$ cat src/rtl/kyo_sprite_pkg.sv
// Shared constants and types for the Kyo sprite fetch stage.
// Sprite geometry, animation timing and the transparent palette key live here.
package kyo_sprite_pkg;

  localparam int SPR_W      = 64;
  localparam int SPR_H      = 96;
  localparam int FRAMES     = 4;
  localparam int HOLD       = 6;
  localparam int ADDR_W     = 15;
  localparam int FRAME_SIZE = SPR_W * SPR_H;

  typedef enum logic {
    IDLE = 1'b0,
    PLAY = 1'b1
  } anim_state_t;

  localparam logic [3:0] TRANSPARENT_IDX = 4'h0;

endpackage

$ cat src/rtl/kyo_anim_ctrl.sv
// Kick animation sequencer: steps through FRAMES frames, each held for HOLD vsync periods.
// frame_next exposes the value frame_num takes on the coming edge for the shadow latch.
module kyo_anim_ctrl
  import kyo_sprite_pkg::*;
#(
  parameter int FRAMES_P = FRAMES,
  parameter int HOLD_P   = HOLD,
  parameter int FW       = (FRAMES_P > 1) ? $clog2(FRAMES_P) : 1
) (
  input  logic          clk,
  input  logic          rst_n,
  input  logic          vsync_start,
  input  logic          kick_req,
  output logic          busy,
  output logic [FW-1:0] frame_num,
  output logic [FW-1:0] frame_next,
  output anim_state_t   state
);

  localparam int HW = (HOLD_P > 1) ? $clog2(HOLD_P) : 1;

  logic [HW-1:0] hold_cnt;
  logic          hold_done;

  assign hold_done = (state == PLAY) && vsync_start && (hold_cnt == HW'(HOLD_P - 1));

  always_comb begin
    frame_next = frame_num;
    if (hold_done) begin
      frame_next = (frame_num == FW'(FRAMES_P - 1)) ? '0 : frame_num + 1'b1;
    end
  end

  always_ff @(posedge clk or negedge rst_n) begin
    if (!rst_n) begin
      state     <= IDLE;
      busy      <= 1'b0;
      hold_cnt  <= '0;
      frame_num <= '0;
    end else begin
      case (state)
        IDLE: begin
          hold_cnt  <= '0;
          frame_num <= '0;
          // A vsync coinciding with the kick does not count toward the first hold.
          if (kick_req) begin
            state <= PLAY;
            busy  <= 1'b1;
          end
        end
        PLAY: begin
          frame_num <= frame_next;
          if (vsync_start) begin
            if (hold_done) begin
              hold_cnt <= '0;
              if (frame_num == FW'(FRAMES_P - 1)) begin
                state <= IDLE;
                busy  <= 1'b0;
              end
            end else begin
              hold_cnt <= hold_cnt + 1'b1;
            end
          end
        end
        default: begin
          state <= IDLE;
          busy  <= 1'b0;
        end
      endcase
    end
  end

endmodule

$ cat src/rtl/kyo_sprite_fetch.sv
// Per-pixel sprite box hit test and ROM address generation, with a 3-stage
// pipeline that realigns synchronous ROM data with the hit flag.
module kyo_sprite_fetch
  import kyo_sprite_pkg::*;
#(
  parameter int SPR_W_P  = SPR_W,
  parameter int SPR_H_P  = SPR_H,
  parameter int FRAMES_P = FRAMES,
  parameter int HOLD_P   = HOLD,
  parameter int ADDR_W_P = ADDR_W,
  parameter int FW       = (FRAMES_P > 1) ? $clog2(FRAMES_P) : 1
) (
  input  logic                Clk,
  input  logic                Reset_n,
  input  logic                vsync_start,
  input  logic                kick_req,
  input  logic [9:0]          sprite_x,
  input  logic [9:0]          sprite_y,
  input  logic                facing_left,
  input  logic [9:0]          drawX,
  input  logic [9:0]          drawY,
  output logic [ADDR_W_P-1:0] rom_addr,
  input  logic [3:0]          rom_data,
  output logic [3:0]          pixel_index,
  output logic                pixel_opaque,
  output logic                busy,
  output logic [FW-1:0]       frame_num,
  output anim_state_t         anim_state
);

  localparam int CW = $clog2(SPR_W_P);

  logic [9:0]          disp_x, disp_y;
  logic                disp_facing;
  logic [FW-1:0]       disp_frame;
  logic [FW-1:0]       frame_next;
  logic [10:0]         x_end, y_end;
  logic                hit;
  logic [9:0]          rel_x, rel_y;
  logic [CW-1:0]       col;
  logic [ADDR_W_P-1:0] addr;
  logic                hit_d1, hit_d2;
  logic                opaque;

  kyo_anim_ctrl #(
    .FRAMES_P (FRAMES_P),
    .HOLD_P   (HOLD_P),
    .FW       (FW)
  ) u_anim (
    .clk         (Clk),
    .rst_n       (Reset_n),
    .vsync_start (vsync_start),
    .kick_req    (kick_req),
    .busy        (busy),
    .frame_num   (frame_num),
    .frame_next  (frame_next),
    .state       (anim_state)
  );

  // Shadow copies change only at vsync so a frame never shows a half-moved sprite.
  always_ff @(posedge Clk or negedge Reset_n) begin
    if (!Reset_n) begin
      disp_x      <= '0;
      disp_y      <= '0;
      disp_facing <= 1'b0;
      disp_frame  <= '0;
    end else if (vsync_start) begin
      disp_x      <= sprite_x;
      disp_y      <= sprite_y;
      disp_facing <= facing_left;
      disp_frame  <= frame_next;
    end
  end

  // 11-bit bounds so a box hanging past column/row 1023 clips instead of wrapping.
  assign x_end = {1'b0, disp_x} + 11'(SPR_W_P);
  assign y_end = {1'b0, disp_y} + 11'(SPR_H_P);
  assign hit   = (drawX >= disp_x) && ({1'b0, drawX} < x_end) &&
                 (drawY >= disp_y) && ({1'b0, drawY} < y_end);

  assign rel_x = drawX - disp_x;
  assign rel_y = drawY - disp_y;
  assign col   = disp_facing ? ~rel_x[CW-1:0] : rel_x[CW-1:0];
  assign addr  = ADDR_W_P'(disp_frame) * ADDR_W_P'(SPR_W_P * SPR_H_P)
               + ADDR_W_P'(rel_y) * ADDR_W_P'(SPR_W_P)
               + ADDR_W_P'(col);

  assign opaque = hit_d2 && (rom_data != TRANSPARENT_IDX);

  always_ff @(posedge Clk or negedge Reset_n) begin
    if (!Reset_n) begin
      rom_addr     <= '0;
      hit_d1       <= 1'b0;
      hit_d2       <= 1'b0;
      pixel_opaque <= 1'b0;
      pixel_index  <= '0;
    end else begin
      rom_addr     <= hit ? addr : '0;
      hit_d1       <= hit;
      hit_d2       <= hit_d1;
      pixel_opaque <= opaque;
      pixel_index  <= opaque ? rom_data : TRANSPARENT_IDX;
    end
  end

endmodule
$ cat config.mk
export PLATFORM = sky130hd
export DESIGN_NAME = kyo_sprite_fetch
export DESIGN_NICKNAME = d
export VERILOG_FILES = /design/src/rtl/kyo_sprite_pkg.sv /design/src/rtl/kyo_anim_ctrl.sv /design/src/rtl/kyo_sprite_fetch.sv
export SDC_FILE = /design/constraint.sdc
export NUM_CORES = 1
export LEC_CHECK = 0
export BUFFER_PORTS_ARGS = -buffer_cell sky130_fd_sc_hd__buf_4
export CAP_MARGIN = 20
export CORE_ASPECT_RATIO = 1.25
export CORE_MARGIN = 2
export CORE_UTILIZATION = 51
export CTS_BUF_LIST = sky130_fd_sc_hd__clkbuf_4
export CTS_CLUSTER_SIZE = 10
export DETAILED_ROUTE_END_ITERATION = 7
export HOLD_SLACK_MARGIN = 0.1
export PLACE_DENSITY = 0.79
export SLEW_MARGIN = 0
export SYNTH_ARGS = -nofsm -noshare
export SYNTH_HDL_FRONTEND = slang
export SYNTH_SLANG_ARGS = --single-unit
$ cat constraint.sdc
create_clock -name Clk -period 3 [get_ports Clk]
set_clock_uncertainty 0.2 [all_clocks]
set_input_delay 0.15 -clock Clk [delete_from_list [all_inputs] [get_ports Clk]]
set_output_delay 0.15 -clock Clk [all_outputs]
set_load 0.01 [all_outputs]
# ---- Word level (Yosys, flattened, before mapping)
# Cells that the tools add are included.
dict set report totals {
  register_bits 52
  in_bits 49
  out_inout_bits 24
  elab_cells 61
}
dict set report op_classes {
  n_addsub 8
  multipliers 1
  n_lt_le_gt_ge 4
  n_eq_ne 6
  muxes 19
  n_bitwise 2
  n_reduce_logical 8
}
# cell count
set op_table {}
lappend op_table {{$add 10x7->11 const B} 2}
lappend op_table {{$lt 10x11->1} 2}
lappend op_table {{$ge 10x10->1} 2}
lappend op_table {{$add 15x15->15} 1}
lappend op_table {{$add 15x6->15} 1}
lappend op_table {{$mux 15} 1}
lappend op_table {{$sub 9x9->9} 1}
lappend op_table {{$mux 1} 8}
lappend op_table {{$ne 2x2->1 const B} 4}
lappend op_table {{$logic_and 1x1->1} 6}
lappend op_table {{$mux 3} 2}
lappend op_table {{$mux 6} 1}
lappend op_table {{$not 6->6} 1}
lappend op_table {{$pmux 3 s2} 1}
lappend op_table {{$sub 6x6->6} 1}
lappend op_table {{$mul 2x2->4 const B} 1}
lappend op_table {{$mux 2} 2}
lappend op_table {{$mux 4} 1}
lappend op_table {{$pmux 1 s2} 2}
lappend op_table {{$pmux 2 s2} 1}
lappend op_table {{$reduce_and 4->1} 1}
lappend op_table {{$reduce_bool 4->1} 1}
lappend op_table {{$add 3x1->3 const B} 1}
lappend op_table {{$eq 3x3->1 const B} 1}
lappend op_table {{other kinds (3)} 3}

# ---- Depth between registers and ports, before layout
# Gate-level depths: netlist of the first run.
dict set report depth {
  ltp_word 6
  depth_mapped 15
  depth_no_buf 15
}

# ---- Cells and area by module
# From an unflattened synthesis of the first run, not the netlist that was laid out.
dict set report hier_totals {
  cells_unflattened 317
  area_unflattened_um2 3220.6
}
# module n_inst cells_each area_per_inst_um2 seq_area_each_um2
set by_module_without_submodules {}
lappend by_module_without_submodules {kyo_sprite_fetch 1 286 2865.2 1126.1}
lappend by_module_without_submodules {kyo_anim_ctrl 1 31 355.3 175.2}

# ---- Worst setup path before layout of the first run
# Ideal clock, no wire load.
dict set report synth_path {
  path_kind {register -> register}
  startpoint {register disp_y[0]}
  endpoint {register rom_addr[14]}
  setup_ps 121
  arrival_time_ps 2614
  required_ps 2679
  path_slack_ps 65
  path_stages_with_launch 15
  n_path_buf 0
  synth_period_minus_slack_ps 2935
  path_cell_list {dfrtp_1 ha_1 inv_1 fa_1 a211oi_1 nor2_1 o21a_1 nor2_1 xnor2_1 ha_1 a21o_1 a21oi_1 xnor2_1 xnor2_1 nor2_1}
}
dict set report synth_via {
  elab_chain_len 4
}
# element line_no
set synth_rtl {}
lappend synth_rtl {{start, declared} kyo_sprite_fetch.sv:33} ;# logic [9:0] disp_x, disp_y;
lappend synth_rtl {{start signal, assigned} kyo_sprite_fetch.sv:69} ;# disp_y <= sprite_y;
lappend synth_rtl {{$sub 9x9->9 (tied with other cells)} kyo_sprite_fetch.sv:82} ;# assign rel_y = drawY - disp_y;
lappend synth_rtl {{$add 15x15->15 (tied with other cells)} kyo_sprite_fetch.sv:85} ;# + ADDR_W_P'(rel_y) * ADDR_W_P'(SPR_W_P)
lappend synth_rtl {{$add 15x6->15 / $logic_and 1x1->1 (equally long branches)} {kyo_sprite_fetch.sv:86, kyo_sprite_fetch.sv:79}}
lappend synth_rtl {{$mux 15 *} kyo_sprite_fetch.sv:98} ;# rom_addr <= hit ? addr : '0;
lappend synth_rtl {{end signal, assigned} kyo_sprite_fetch.sv:98}
lappend synth_rtl {{end, declared} kyo_sprite_fetch.sv:22} ;# output logic [ADDR_W_P-1:0] rom_addr,
# Mark *: on every way between the ends. The rest lies on a longest branch, timed or not.
# A chain may end at the register's enable or synchronous reset.

# ---- Worst setup path in the final report of the first run
# Ends and elaborated chain as after synthesis.

==> insert_results.sql, run 1 <==
INSERT INTO impl_metrics (metric_group, metric, value, unit) VALUES
('floorplanning', 'floorplan.rows', '31', ''),
('critical_path', 'worst-endpoint-required', '3.09', 'ns'),
('critical_path', 'worst-endpoint-arrival', '3.08', 'ns'),
('critical_path', 'crit_path_top_delay_cell', 'dfrtp_1', ''),
('final_layout', 'layout_commonest_cell', 'buf_4', ''),
('clock_tree', 'tritoncts', 'done', ''),
('clock_tree', 'root_buffer', 'clkbuf_4', ''),
('clock_tree', 'clock_tree.buffer_depth', '2', ''),
('clock_tree', 'htree_num_levels', '2', ''),
('synthesis', 'synth_top_area_cell', 'dfrtp_1', ''),
('hold_path', 'min_path_type', 'input port to async pin', ''),
('sta', 'relSlewSlack', '56.2', '%'),
('placement', 'port-buffer-count', '72', ''),
('sta', 'total_count_of_hold_check_failures_in_the_final_report', '0', ''),
('synthesis', 'count_of_flip_flops_with_a_built_in_enable_after_synthesis', '0', ''),
('critical_path', 'start_kind', 'flop', ''),
('pwr', 'cellPowerDensity', '479', 'mW/mm2'),
('floorplanning', 'area_of_the_die', '0.00680', 'mm2'),
('critical_path', 'critPathMaxFanout', '2', ''),
('critical_path', 'ff2ff_setup_slack', '0.01', 'ns'),
('grt', 'grt_overflow', '0', ''),
('route', 'detailedRoute.firstPassIterationCount', '4', ''),
('route', 'drc', '0', ''),
('grt', 'initial_antenna_violation_count', '0', ''),
('run_status', 'outcome', 'completed', ''),
('sta', 'finalSetupViolCount', '0', ''),
('critical_path', 'endpoint', 'rom_addr[14]', ''),
('synthesis', 'synth.top_cell.area_share', '41.5', '%'),
('grt', 'grt_util_all_layers', '24.1', '%'),
('sta', 'timing_worst_slew_pin_value', '0.657', 'ns'),
('critical_path', 'path_delay_family', 'compound AO/OA/AOI/OAI gates', ''),
('job', 'timing.max_cap.violations', '0', ''),
('critical_path', 'max_stage_delay', '0.40', 'ns'),
('critical_path', 'r2r_end', 'rom_addr[14]', ''),
('placement', 'place_congestion', '0.920', ''),
('route', 'drt_wl_total', '7790', 'um'),
('synthesis', 'netlist-cell-type-count', '40', ''),
('critical_path', 'worstSetupStartpoint', 'disp_y[0]', ''),
('critical_path', 'cp_cell_sequence', 'ha_1, inv_1, fa_2, a211oi_2, nor2_1, o21a_1, nor2_1, xnor2_1, ha_1, a21o_1, a21oi_2, xnor2_1, xnor2_1, nor2_1', ''),
('clock_tree', 'clkSlewWorstSetupHoldPaths', '0.16', 'ns'),
('final_layout', 'nNetsFinal', '555', ''),
('critical_path', 'r2r.worst_path.cells', '14', ''),
('final_layout', 'mostFrequentLayoutCells', '83 x buf_4, 68 x dlygate4sd3_1, 52 x dfrtp_1', ''),
('critical_path', 'path_class', 'flop to flop', ''),
('pwr', 'vdd_drop_max', '0.389', 'mV'),
('pwr', 'power.total', '2.21', 'mW'),
('synthesis', 'most_used_dff_post_synth', 'dfrtp_1', ''),
('route', 'num_vias', '2750', ''),
('synthesis', 'netlist_top_cells_area', 'dfrtp_1 42%, ha_1 16%, xnor2_1 5.0%', ''),
('synthesis', 'asyncSetResetFlopFracSynth', '100', '%'),
('synthesis', 'synth_area', '0.00314', 'mm2'),
('floorplanning', 'floorplan.die.height', '91.7', 'um'),
('synthesis', 'yosysWarnings', '0', ''),
('critical_path', 'cp_num_buf_inv', '1', ''),
('grt', 'first_global_vias', '2860', ''),
('critical_path', 'timing.rr.start', 'disp_y[0]', ''),
('synthesis', 'synthesis.area_per_instance', '10.0', 'um2'),
('final_layout', 'drive_gt1_share', '24.4', '%'),
('critical_path', 'timing.critical_path.to_type', 'flop', ''),
('floorplanning', 'design.core.area', '0.00586', 'mm2'),
('clock_tree', 'numCtsBuffers', '5', ''),
('floorplanning', 'die_width', '74.1', 'um'),
('route', 'drt-initial-drc-count', '111', ''),
('floorplanning', 'floorplan.initialDensity', '53.5', '%'),
('sta', 'finalMaxSlewViolations', '0', ''),
('synthesis', 'yosysSeqAreaShare', '41.5', '%'),
('grt', 'grt_max_degree', '53', ''),
('sta', 'period_share', '99.6', '%'),
('sta', 'final_worst_hold_slack', '0.107', 'ns'),
('final_layout', 'area.growth.synth_to_final', '46.8', '%'),
('sta', 'fmaxAchievable', '0.335', 'GHz');
## layout make-up
type / instances / area (um2) / share of cell area, %
clock buffer: 5 / 37.5 / 0.816
clock inverter: 3 / 42.5 / 0.924
inverter: 34 / 128 / 2.77
multi-input combinational: 219 / 1690 / 36.7
sequential: 52 / 1300 / 28.3
tap: 82 / 103 / 2.23
timing repair buffer: 151 / 1300 / 28.3
## registers in the layout, indices dropped and copies added, names as in the netlist
name / flops
u_anim.hold_cnt: 3
pixel_opaque: 1
disp_frame: 2
u_anim.state: 1
disp_y: 10
disp_facing: 1
rom_addr: 15
pixel_index: 4
u_anim.busy: 1
disp_x: 10
hit_d2: 1
u_anim.frame_num: 2
hit_d1: 1
## where the power goes
group	total (mW)	internal, mW	switching, mW
clock network	0.399	0.174	0.225
logic	0.946	0.492	0.454
registers	0.860	0.792	0.0682
total	2.21	1.46	0.748
## kinds of logic (layout without fill, tap and decap cells)
| family | count (synthesis) | after routing | synth area share (%) |
|---|---|---|---|
| compound gates | 68 | 68 | 14.0 |
| xor+xnor | 23 | 23 | 6.42 |
| fa+ha+maj | 43 | 43 | 17.9 |
| buf+inv | 41 | 193 | 5.43 |
| flops | 52 | 52 | 41.5 |
| mux | 5 | 5 | 1.72 |
| simple gates | 80 | 80 | 13.0 |
## per-layer routing
metal	track usage, %	up-vias	wire, um
li1	-	1361	-
met1	26.4	1289	3080
met2	45.6	82	4260
met3	3.30	18	269
met4	8.48	0	182
met5	0	-	0
## stage by stage
stage               util (%)  setup TNS, ns  setup slack [ns]  std cells  cell area (um2)
global placement        64.3              0            0.0837        463             3770
global route            78.6         -0.196            -0.157        546             4600
detailed placement      64.3        -0.0563           -0.0563        463             3770
finish                  78.6              0            0.0114        546             4600
floorplan                  -              0            0.0652        312             3140
CTS                     77.5              0           0.00832        540             4540
## cells in the mapped netlist, drive strengths merged (2+ instances only)
cell	count
a221oi	2
and2	5
nand4	5
a21o	6
xor2	5
o2111ai	2
nor2	24
o211ai	2
o21a	5
o21ai	26
mux2	3
nor2b	7
mux2i	2
a211oi	4
nand2	27
nor3	4
inv	34
ha	40
fa	3
clkbuf	6
nand3	5
dfrtp	52
xnor2	18
a21oi	13
## worst min-delay path by stage
stage,end,slack (ns),depth (start not counted)
2_1_floorplan,disp_facing,-0.35,0
3_3_place_gp,rom_addr[8],0.01,1
3_5_place_dp,rom_addr[8],0.02,1
4_1_cts,rom_addr[8],0.11,4
5_1_grt,rom_addr[8],0.14,4
6_report,rom_addr[8],0.11,2
## repair_timing
item                                    CTS  global route
pin swaps                                 0             8
setup buffers                             1             6
endpoints found under the setup margin    1            13
hold buffers                             68             0
gates resized for setup                   1             4
endpoints found under the hold margin    89             0
Note: power is estimated with default switching activity, not from simulation.
==> inputs of run 2 (changes only) <==
--- a/config.mk
+++ b/config.mk
@@ -7,14 +7,16 @@
 export LEC_CHECK = 0
 export BUFFER_PORTS_ARGS = -buffer_cell sky130_fd_sc_hd__buf_4
 export CAP_MARGIN = 20
+export CELL_PAD_IN_SITES_DETAIL_PLACEMENT = 2
+export CELL_PAD_IN_SITES_GLOBAL_PLACEMENT = 2
 export CORE_ASPECT_RATIO = 1.25
 export CORE_MARGIN = 2
-export CORE_UTILIZATION = 51
+export CORE_UTILIZATION = 31
 export CTS_BUF_LIST = sky130_fd_sc_hd__clkbuf_4
 export CTS_CLUSTER_SIZE = 10
 export DETAILED_ROUTE_END_ITERATION = 7
 export HOLD_SLACK_MARGIN = 0.1
-export PLACE_DENSITY = 0.79
+export PLACE_DENSITY_LB_ADDON = 0.1
 export SLEW_MARGIN = 0
 export SYNTH_ARGS = -nofsm -noshare
 export SYNTH_HDL_FRONTEND = slang
==> run 2 against run 1 <==
Effect of this change: worst hold slack better by 0.0029 ns; worst setup slack better by 0.014 ns; total power is 2.6% higher; via count is 3.7% higher; clock-buffer cell count stayed put; utilization is 31 points lower; die area is 61% higher; flip-flop and latch count stayed put; sequential power is 0.9% higher; clock power is 9.3% lower; cell count is 10% higher; register-to-register slack hardly changed; critical path type is now input port to flop.
==> insert_results.sql, run 2 (synthesis gave the netlist of run 1 again) <==
INSERT INTO impl_metrics (metric_group, metric, value, unit) VALUES
('critical_path', 'endpoint', 'rom_addr[14]', ''),
('sta', 'relSlewSlack', '54.3', '%'),
('pwr', 'vdd_drop_max', '0.243', 'mV'),
('grt', 'first_global_vias', '3232', ''),
('grt', 'wire_length_of_the_first_global_routing_pass', '15800', 'um'),
('floorplanning', 'floorplan.die.height', '116', 'um'),
('floorplanning', 'area_of_the_die', '0.0109', 'mm2'),
('critical_path', 'max_stage_delay', '0.53', 'ns'),
('route', 'avgViaCountPerCell', '4.75', ''),
('final_layout', 'nNetsFinal', '563', ''),
('placement', 'port-buffer-count', '72', ''),
('final_layout', 'drive_gt1_share', '26.5', '%'),
('placement', 'post_dp_cell_area', '0.00387', 'mm2'),
('grt', 'grt_util_all_layers', '18.7', '%'),
('final_layout', 'layout_commonest_cell', 'buf_4', ''),
('sta', 'fin_ws', '0.0254', 'ns'),
('route', 'routed_wire_length_per_instance', '16.6', 'um'),
('floorplanning', 'num_io_pins', '73', ''),
('critical_path', 'r2r.worst_path.cells', '14', ''),
('hold_path', 'min_path_type', 'input port to async pin', ''),
('sta', 'grt_setup_unrepaired', 'yes', ''),
('critical_path', 'path_delay_family', 'compound AO/OA/AOI/OAI gates', ''),
('final_layout', 'fin_cells', '601', ''),
('sta', 'summed_negative_setup_slack_over_all_endpoints', '0', 'ns'),
('run_status', 'outcome', 'completed', ''),
('critical_path', 'timing.critical_path.to_type', 'flop', ''),
('grt', 'initial_antenna_violation_count', '0', ''),
('sta', 'fmaxAchievable', '0.336', 'GHz'),
('route', 'drt_wl_total', '9960', 'um'),
('final_layout', 'antenna_diode_count', '0', ''),
('final_layout', 'area.growth.synth_to_final', '52.5', '%'),
('sta', 'period_share', '99.2', '%'),
('critical_path', 'start_kind', 'input port', ''),
('sta', 'timing_worst_slew_pin_value', '0.685', 'ns'),
('critical_path', 'r2r_end', 'rom_addr[14]', ''),
('clock_tree', 'htree_num_levels', '2', ''),
('final_layout', 'finish.instance_area', '0.00478', 'mm2'),
('route', 'drc', '0', ''),
('route', 'ant_nets', '0', ''),
('clock_tree', 'clock_tree.buffer_depth', '2', ''),
('sta', 'total_count_of_hold_check_failures_in_the_final_report', '0', ''),
('clock_tree', 'tritoncts', 'done', ''),
('critical_path', 'ff2ff_setup_slack', '0.03', 'ns'),
('floorplanning', 'floorplan.initialDensity', '31.5', '%'),
('critical_path', 'worst-endpoint-arrival', '3.08', 'ns'),
('sta', 'finalMaxSlewViolations', '0', ''),
('critical_path', 'timing.rr.start', 'disp_y[0]', ''),
('critical_path', 'path_class', 'input port to flop', ''),
('critical_path', 'cp_num_buf_inv', '2', ''),
('clock_tree', 'clk_latency_worst_skew_pair', '0.40', 'ns'),
('pwr', 'cellPowerDensity', '473', 'mW/mm2'),
('clock_tree', 'clock-sinks', '52', ''),
('clock_tree', 'numCtsBuffers', '5', ''),
('clock_tree', 'clkSlewWorstSetupHoldPaths', '0.17', 'ns'),
('grt', 'grt_max_degree', '53', ''),
('job', 'timing.max_cap.violations', '0', ''),
('final_layout', 'mostFrequentLayoutCells', '84 x buf_4, 74 x dlygate4sd3_1, 52 x dfrtp_1', ''),
('critical_path', 'cp_cell_sequence', 'dlygate4sd3_1, buf_4, ha_1, nor2b_1, o31a_1, o22a_1, a21o_1, a21oi_1, xnor2_1, ha_1, a21oi_2, xnor2_2, xnor2_1, nor2_1', ''),
('final_layout', 'largest_register_ff_count', '15', ''),
('placement', 'place.detailed.hpwl', '6330', 'um'),
('pwr', 'p_leak', '2.32', 'nW'),
('critical_path', 'worst-endpoint-required', '3.10', 'ns'),
('grt', 'grt_overflow', '0', ''),
('placement', 'detailedPlace.worstSlack', '-0.111', 'ns'),
('floorplanning', 'die_width', '94.0', 'um'),
('route', 'detailedRoute.firstPassIterationCount', '3', ''),
('critical_path', 'crit_path_top_delay_cell', 'dlygate4sd3_1', ''),
('floorplanning', 'floorplan.rows', '41', ''),
('final_layout', 'reg.largest.list', 'rom_addr: 15 flops, disp_x: 10 flops, disp_y: 10 flops', ''),
('route', 'drt-initial-drc-count', '43', ''),
('final_layout', 'max_flop_register', 'rom_addr', ''),
('clock_tree', 'root_buffer', 'clkbuf_4', ''),
('floorplanning', 'design.core.area', '0.00995', 'mm2'),
('critical_path', 'critPathMaxFanout', '2', ''),
('sta', 'finalSetupViolCount', '0', ''),
('sta', 'timing.final.crit_period', '2.97', 'ns'),
('placement', 'place_congestion', '0.732', ''),
('critical_path', 'worstSetupStartpoint', 'drawY[1]', ''),
('critical_path', 'crit_cells', '14', ''),
('route', 'num_vias', '2852', ''),
('placement', 'dp.cells', '516', '');
[run 2: worst register-to-register path, stage by stage, from the launching register on]
cell	delay, ns
dfrtp_1	0.40
ha_2	0.20
inv_2	0.04
fa_2	0.35
a211oi_2	0.22
nor2_1	0.08
o21a_1	0.19
nor2_2	0.14
xnor2_2	0.14
ha_1	0.25
a21o_1	0.17
a21oi_2	0.18
xnor2_2	0.14
xnor2_1	0.13
nor2_1	0.05
[run 2: power by group]
part           switching [mW]  internal [mW]
sequential             0.0755          0.792
combinational           0.502          0.531
clock                   0.263         0.0989
[run 2: layer usage]
layer  wire [um]  GRT usage, %  up-vias
met3         245          2.65       11
met5           0             0        -
li1            -             -     1382
met2        5870          37.6       50
met1        3710          20.1     1409
met4         137          5.31        0
[run 2: stage by stage]
| step | utilization [%] | hold WS [ns] | power, mW |
|---|---|---|---|
| detailed placement | 38.9 | 0.0482 | 1.73 |
| global placement | 38.9 | 0.0437 | 1.68 |
| global route | 48.0 | 0.151 | 2.45 |
| finish | 48.0 | 0.110 | 2.26 |
| floorplan | - | -0.346 | 1.41 |
| CTS | 47.2 | 0.113 | 2.22 |
[run 2: how the worst min path moves through the flow]
stage	slack, ns	cells past startpoint	from	to
2_1_floorplan	-0.35	0	Reset_n	disp_facing
3_3_place_gp	0.04	1	Reset_n	disp_y[5]
3_5_place_dp	0.05	1	Reset_n	rom_addr[12]
4_1_cts	0.11	5	drawX[4]	rom_addr[4]
5_1_grt	0.15	2	Reset_n	disp_y[8]
6_report	0.11	2	Reset_n	disp_y[8]
[run 2: what timing repair did]
item,4_1_cts,5_1_grt
setup buffers,2,1
hold endpoints to repair,93,0
resized for setup,3,15
hold buffers,74,0
pin swaps,3,11
endpoints found under the setup margin,1,16
[run 2: area by class of cell]
| class | count | area (um2) |
|---|---|---|
| multi-input cells | 219 | 1740 |
| well taps | 129 | 161 |
| fillers | 1056 | 5170 |
| clock inverters | 3 | 27.5 |
| clock buffers | 5 | 37.5 |
| flip-flops and latches | 52 | 1300 |
| inverters | 34 | 128 |
| repair buffers | 159 | 1380 |
==> inputs of run 3 (changes only) <==
--- a/config.mk
+++ b/config.mk
@@ -5,18 +5,19 @@
 export SDC_FILE = /design/constraint.sdc
 export NUM_CORES = 1
 export LEC_CHECK = 0
-export BUFFER_PORTS_ARGS = -buffer_cell sky130_fd_sc_hd__buf_4
 export CAP_MARGIN = 20
 export CELL_PAD_IN_SITES_DETAIL_PLACEMENT = 2
 export CELL_PAD_IN_SITES_GLOBAL_PLACEMENT = 2
 export CORE_ASPECT_RATIO = 1.25
 export CORE_MARGIN = 2
-export CORE_UTILIZATION = 31
+export CORE_UTILIZATION = 37
 export CTS_BUF_LIST = sky130_fd_sc_hd__clkbuf_4
 export CTS_CLUSTER_SIZE = 10
 export DETAILED_ROUTE_END_ITERATION = 7
+export DONT_BUFFER_PORTS = 1
 export HOLD_SLACK_MARGIN = 0.1
-export PLACE_DENSITY_LB_ADDON = 0.1
+export PLACE_DENSITY = 0.89
+export SKIP_LAST_GASP = 1
 export SLEW_MARGIN = 0
 export SYNTH_ARGS = -nofsm -noshare
 export SYNTH_HDL_FRONTEND = slang
==> run 3 against run 2 <==
Effect of this change: the flow now finishes with violations (setup timing); critical path depth is 1 lower; worst setup slack worse by 0.072 ns; sequential share of layout area is 5.9 points higher; critical path type is now flop to flop; critical endpoint unchanged.
==> insert_results.sql, run 3 (synthesis gave the netlist of run 1 again) <==
INSERT INTO impl_metrics (metric_group, metric, value, unit) VALUES
('placement', 'dp.cells', '409', ''),
('critical_path', 'worst-endpoint-arrival', '3.13', 'ns'),
('sta', 'total_count_of_hold_check_failures_in_the_final_report', '0', ''),
('route', 'drt_wl_total', '9100', 'um'),
('critical_path', 'crit_cells', '13', ''),
('floorplanning', 'design.core.area', '0.00824', 'mm2'),
('grt', 'initial_antenna_violation_count', '2', ''),
('critical_path', 'timing.critical_path.to_type', 'flop', ''),
('floorplanning', 'num_io_pins', '73', ''),
('critical_path', 'r2r.worst_path.cells', '13', ''),
('hold_path', 'min_path_type', 'input port to flop', ''),
('clock_tree', 'root_buffer', 'clkbuf_4', ''),
('route', 'routed_wire_length_per_instance', '19.4', 'um'),
('final_layout', 'fillers', '866', ''),
('route', 'ant_nets', '0', ''),
('critical_path', 'critPathMaxFanout', '3', ''),
('sta', 'relSlewSlack', '70.3', '%'),
('placement', 'place.detailed.hpwl', '5940', 'um'),
('final_layout', 'mostFrequentLayoutCells', '52 x dfrtp_1, 41 x dlygate4sd3_1, 40 x ha_1', ''),
('critical_path', 'ff2ff_setup_slack', '-0.05', 'ns'),
('run_status', 'failed_checks', 'setup timing', ''),
('sta', 'period_share', '102', '%'),
('clock_tree', 'clk_latency_worst_skew_pair', '0.39', 'ns'),
('floorplanning', 'floorplan.rows', '37', ''),
('final_layout', 'largest_register_ff_count', '15', ''),
('floorplanning', 'die_width', '86.3', 'um'),
('clock_tree', 'clock-sinks', '52', ''),
('critical_path', 'path_delay_family', 'compound AO/OA/AOI/OAI gates', ''),
('critical_path', 'start_kind', 'flop', ''),
('placement', 'place_congestion', '0.812', ''),
('route', 'drc', '0', ''),
('critical_path', 'path_class', 'flop to flop', ''),
('critical_path', 'crit_path_top_delay_cell', 'dfrtp_1', ''),
('floorplanning', 'floorplan.initialDensity', '38.1', '%'),
('sta', 'summed_negative_setup_slack_over_all_endpoints', '-0.0465', 'ns'),
('floorplanning', 'floorplan.die.height', '107', 'um'),
('critical_path', 'max_stage_delay', '0.40', 'ns'),
('floorplanning', 'area_of_the_die', '0.00923', 'mm2'),
('pwr', 'cellPowerDensity', '555', 'mW/mm2'),
('route', 'drt-initial-drc-count', '39', ''),
('critical_path', 'cp_num_buf_inv', '1', ''),
('run_status', 'outcome', 'finished with violations', ''),
('critical_path', 'cp_cell_sequence', 'inv_2, ha_1, nor2b_1, o31a_1, o22a_1, a21o_1, a21oi_2, xnor2_2, ha_1, a21oi_2, xnor2_2, xnor2_1, nor2_1', ''),
('sta', 'finalMaxSlewViolations', '0', ''),
('route', 'avgViaCountPerCell', '5.30', ''),
('final_layout', 'area.growth.synth_to_final', '25.5', '%'),
('sta', 'final_worst_hold_slack', '0.125', 'ns'),
('sta', 'timing.final.crit_period', '3.05', 'ns'),
('grt', 'grt_util_all_layers', '21.2', '%'),
('final_layout', 'fin_cells', '468', ''),
('final_layout', 'reg.largest.list', 'rom_addr: 15 flops, disp_x: 10 flops, disp_y: 10 flops', ''),
('grt', 'wire_length_of_the_first_global_routing_pass', '15100', 'um'),
('critical_path', 'worst-endpoint-required', '3.08', 'ns'),
('pwr', 'p_leak', '1.88', 'nW'),
('final_layout', 'nNetsFinal', '460', ''),
('clock_tree', 'numCtsBuffers', '5', ''),
('sta', 'finalSetupViolCount', '1', ''),
('final_layout', 'max_flop_register', 'rom_addr', ''),
('clock_tree', 'tritoncts', 'done', ''),
('pwr', 'power.total', '2.19', 'mW'),
('grt', 'grt_max_degree', '53', ''),
('placement', 'port-buffer-count', '0', ''),
('final_layout', 'finish.utilization', '47.8', '%'),
('hold_path', 'hold_path_depth', '5', ''),
('sta', 'grt_setup_unrepaired', 'yes', ''),
('clock_tree', 'clkSlewWorstSetupHoldPaths', '0.15', 'ns'),
('sta', 'fmaxAchievable', '0.328', 'GHz'),
('clock_tree', 'htree_num_levels', '2', ''),
('pwr', 'vdd_drop_max', '0.307', 'mV'),
('grt', 'first_global_vias', '2983', ''),
('final_layout', 'register_area', '0.00130', 'mm2'),
('final_layout', 'layout_commonest_cell', 'dfrtp_1', ''),
('grt', 'grt_overflow', '0', ''),
('job', 'timing.max_cap.violations', '0', ''),
('route', 'num_vias', '2480', ''),
('sta', 'timing_worst_slew_pin_value', '0.445', 'ns'),
('final_layout', 'multiInputGateArea', '0.00172', 'mm2'),
('route', 'detailedRoute.firstPassIterationCount', '4', ''),
('clock_tree', 'clock_tree.buffer_depth', '2', ''),
('final_layout', 'drive_gt1_share', '13.8', '%'),
('sta', 'fin_ws', '-0.0465', 'ns');
-- run 3: cell count changes in the layout (fill, tap and decap cells not counted), moves of 2 or more --
| cell | delta |
|---|---|
| buf_4 | -73 |
| dlygate4sd3_1 | -33 |
| buf_16 | +2 |
| diode_2 | +2 |
| ha_1 | +2 |
| inv_1 | +2 |
| inv_2 | -2 |
-- run 3: worst paths after layout --
check                           from      endpoint
setup reg to reg           disp_y[1]  rom_addr[14]
setup / recovery           disp_y[1]  rom_addr[14]
hold / removal              drawX[1]   rom_addr[3]
hold reg to reg               hit_d1        hit_d2
max in group asynchronous    Reset_n     disp_y[3]
min in group asynchronous    Reset_n     disp_x[6]
-- run 3: area by class of cell --
| type | count | area share (%) |
|---|---|---|
| clock buffers | 6 | 1.14 |
| flip-flops and latches | 52 | 33.1 |
| clock inverters | 2 | 0.986 |
| multi-input cells | 219 | 43.6 |
| inverters | 34 | 3.24 |
| repair buffers | 56 | 14.7 |
| diodes | 2 | 0.127 |
| well taps | 97 | 3.08 |
-- run 3: timing repair --
action | in CTS | in global routing
pin swaps | 4 | 7
hold buffers | 44 | 0
endpoints found under the hold margin | 99 | 0
endpoints found under the setup margin | 2 | 16
gates resized for setup | 6 | 6
setup buffers | 2 | 3
-- run 3: metal layers --
metal / routed length, um / vias to the layer above / track usage, % / share of wire, %
met4: 264 / 0 / 9.60 / 2.9
met3: 331 / 20 / 4.08 / 3.6
met2: 5050 / 66 / 38.5 / 56
met5: 0 / - / 0 / 0
met1: 3450 / 1222 / 23.3 / 38
li1: - / 1172 / - / -
-- run 3: worst min-delay path: stages --
cell     delay (ns)
ha_1           0.15
o21a_1         0.13
nor2_1         0.05
xnor2_1        0.16
nor2_2         0.04
-- run 3: stage by stage --
step | setup WS (ns) | instance area, um2
3_5_place_dp | -0.108 | 3270
2_1_floorplan | 0.0652 | 3140
6_report | -0.0465 | 3940
4_1_cts | -0.00200 | 3870
3_3_place_gp | 0.103 | 3270
5_1_grt | -0.169 | 3940
-- run 3: power breakdown --
part | internal [mW] | switching [mW] | leakage, nW
Clock | 0.189 | 0.236 | 0.0463
Sequential | 0.793 | 0.0978 | 0.663
Combinational | 0.412 | 0.459 | 1.17
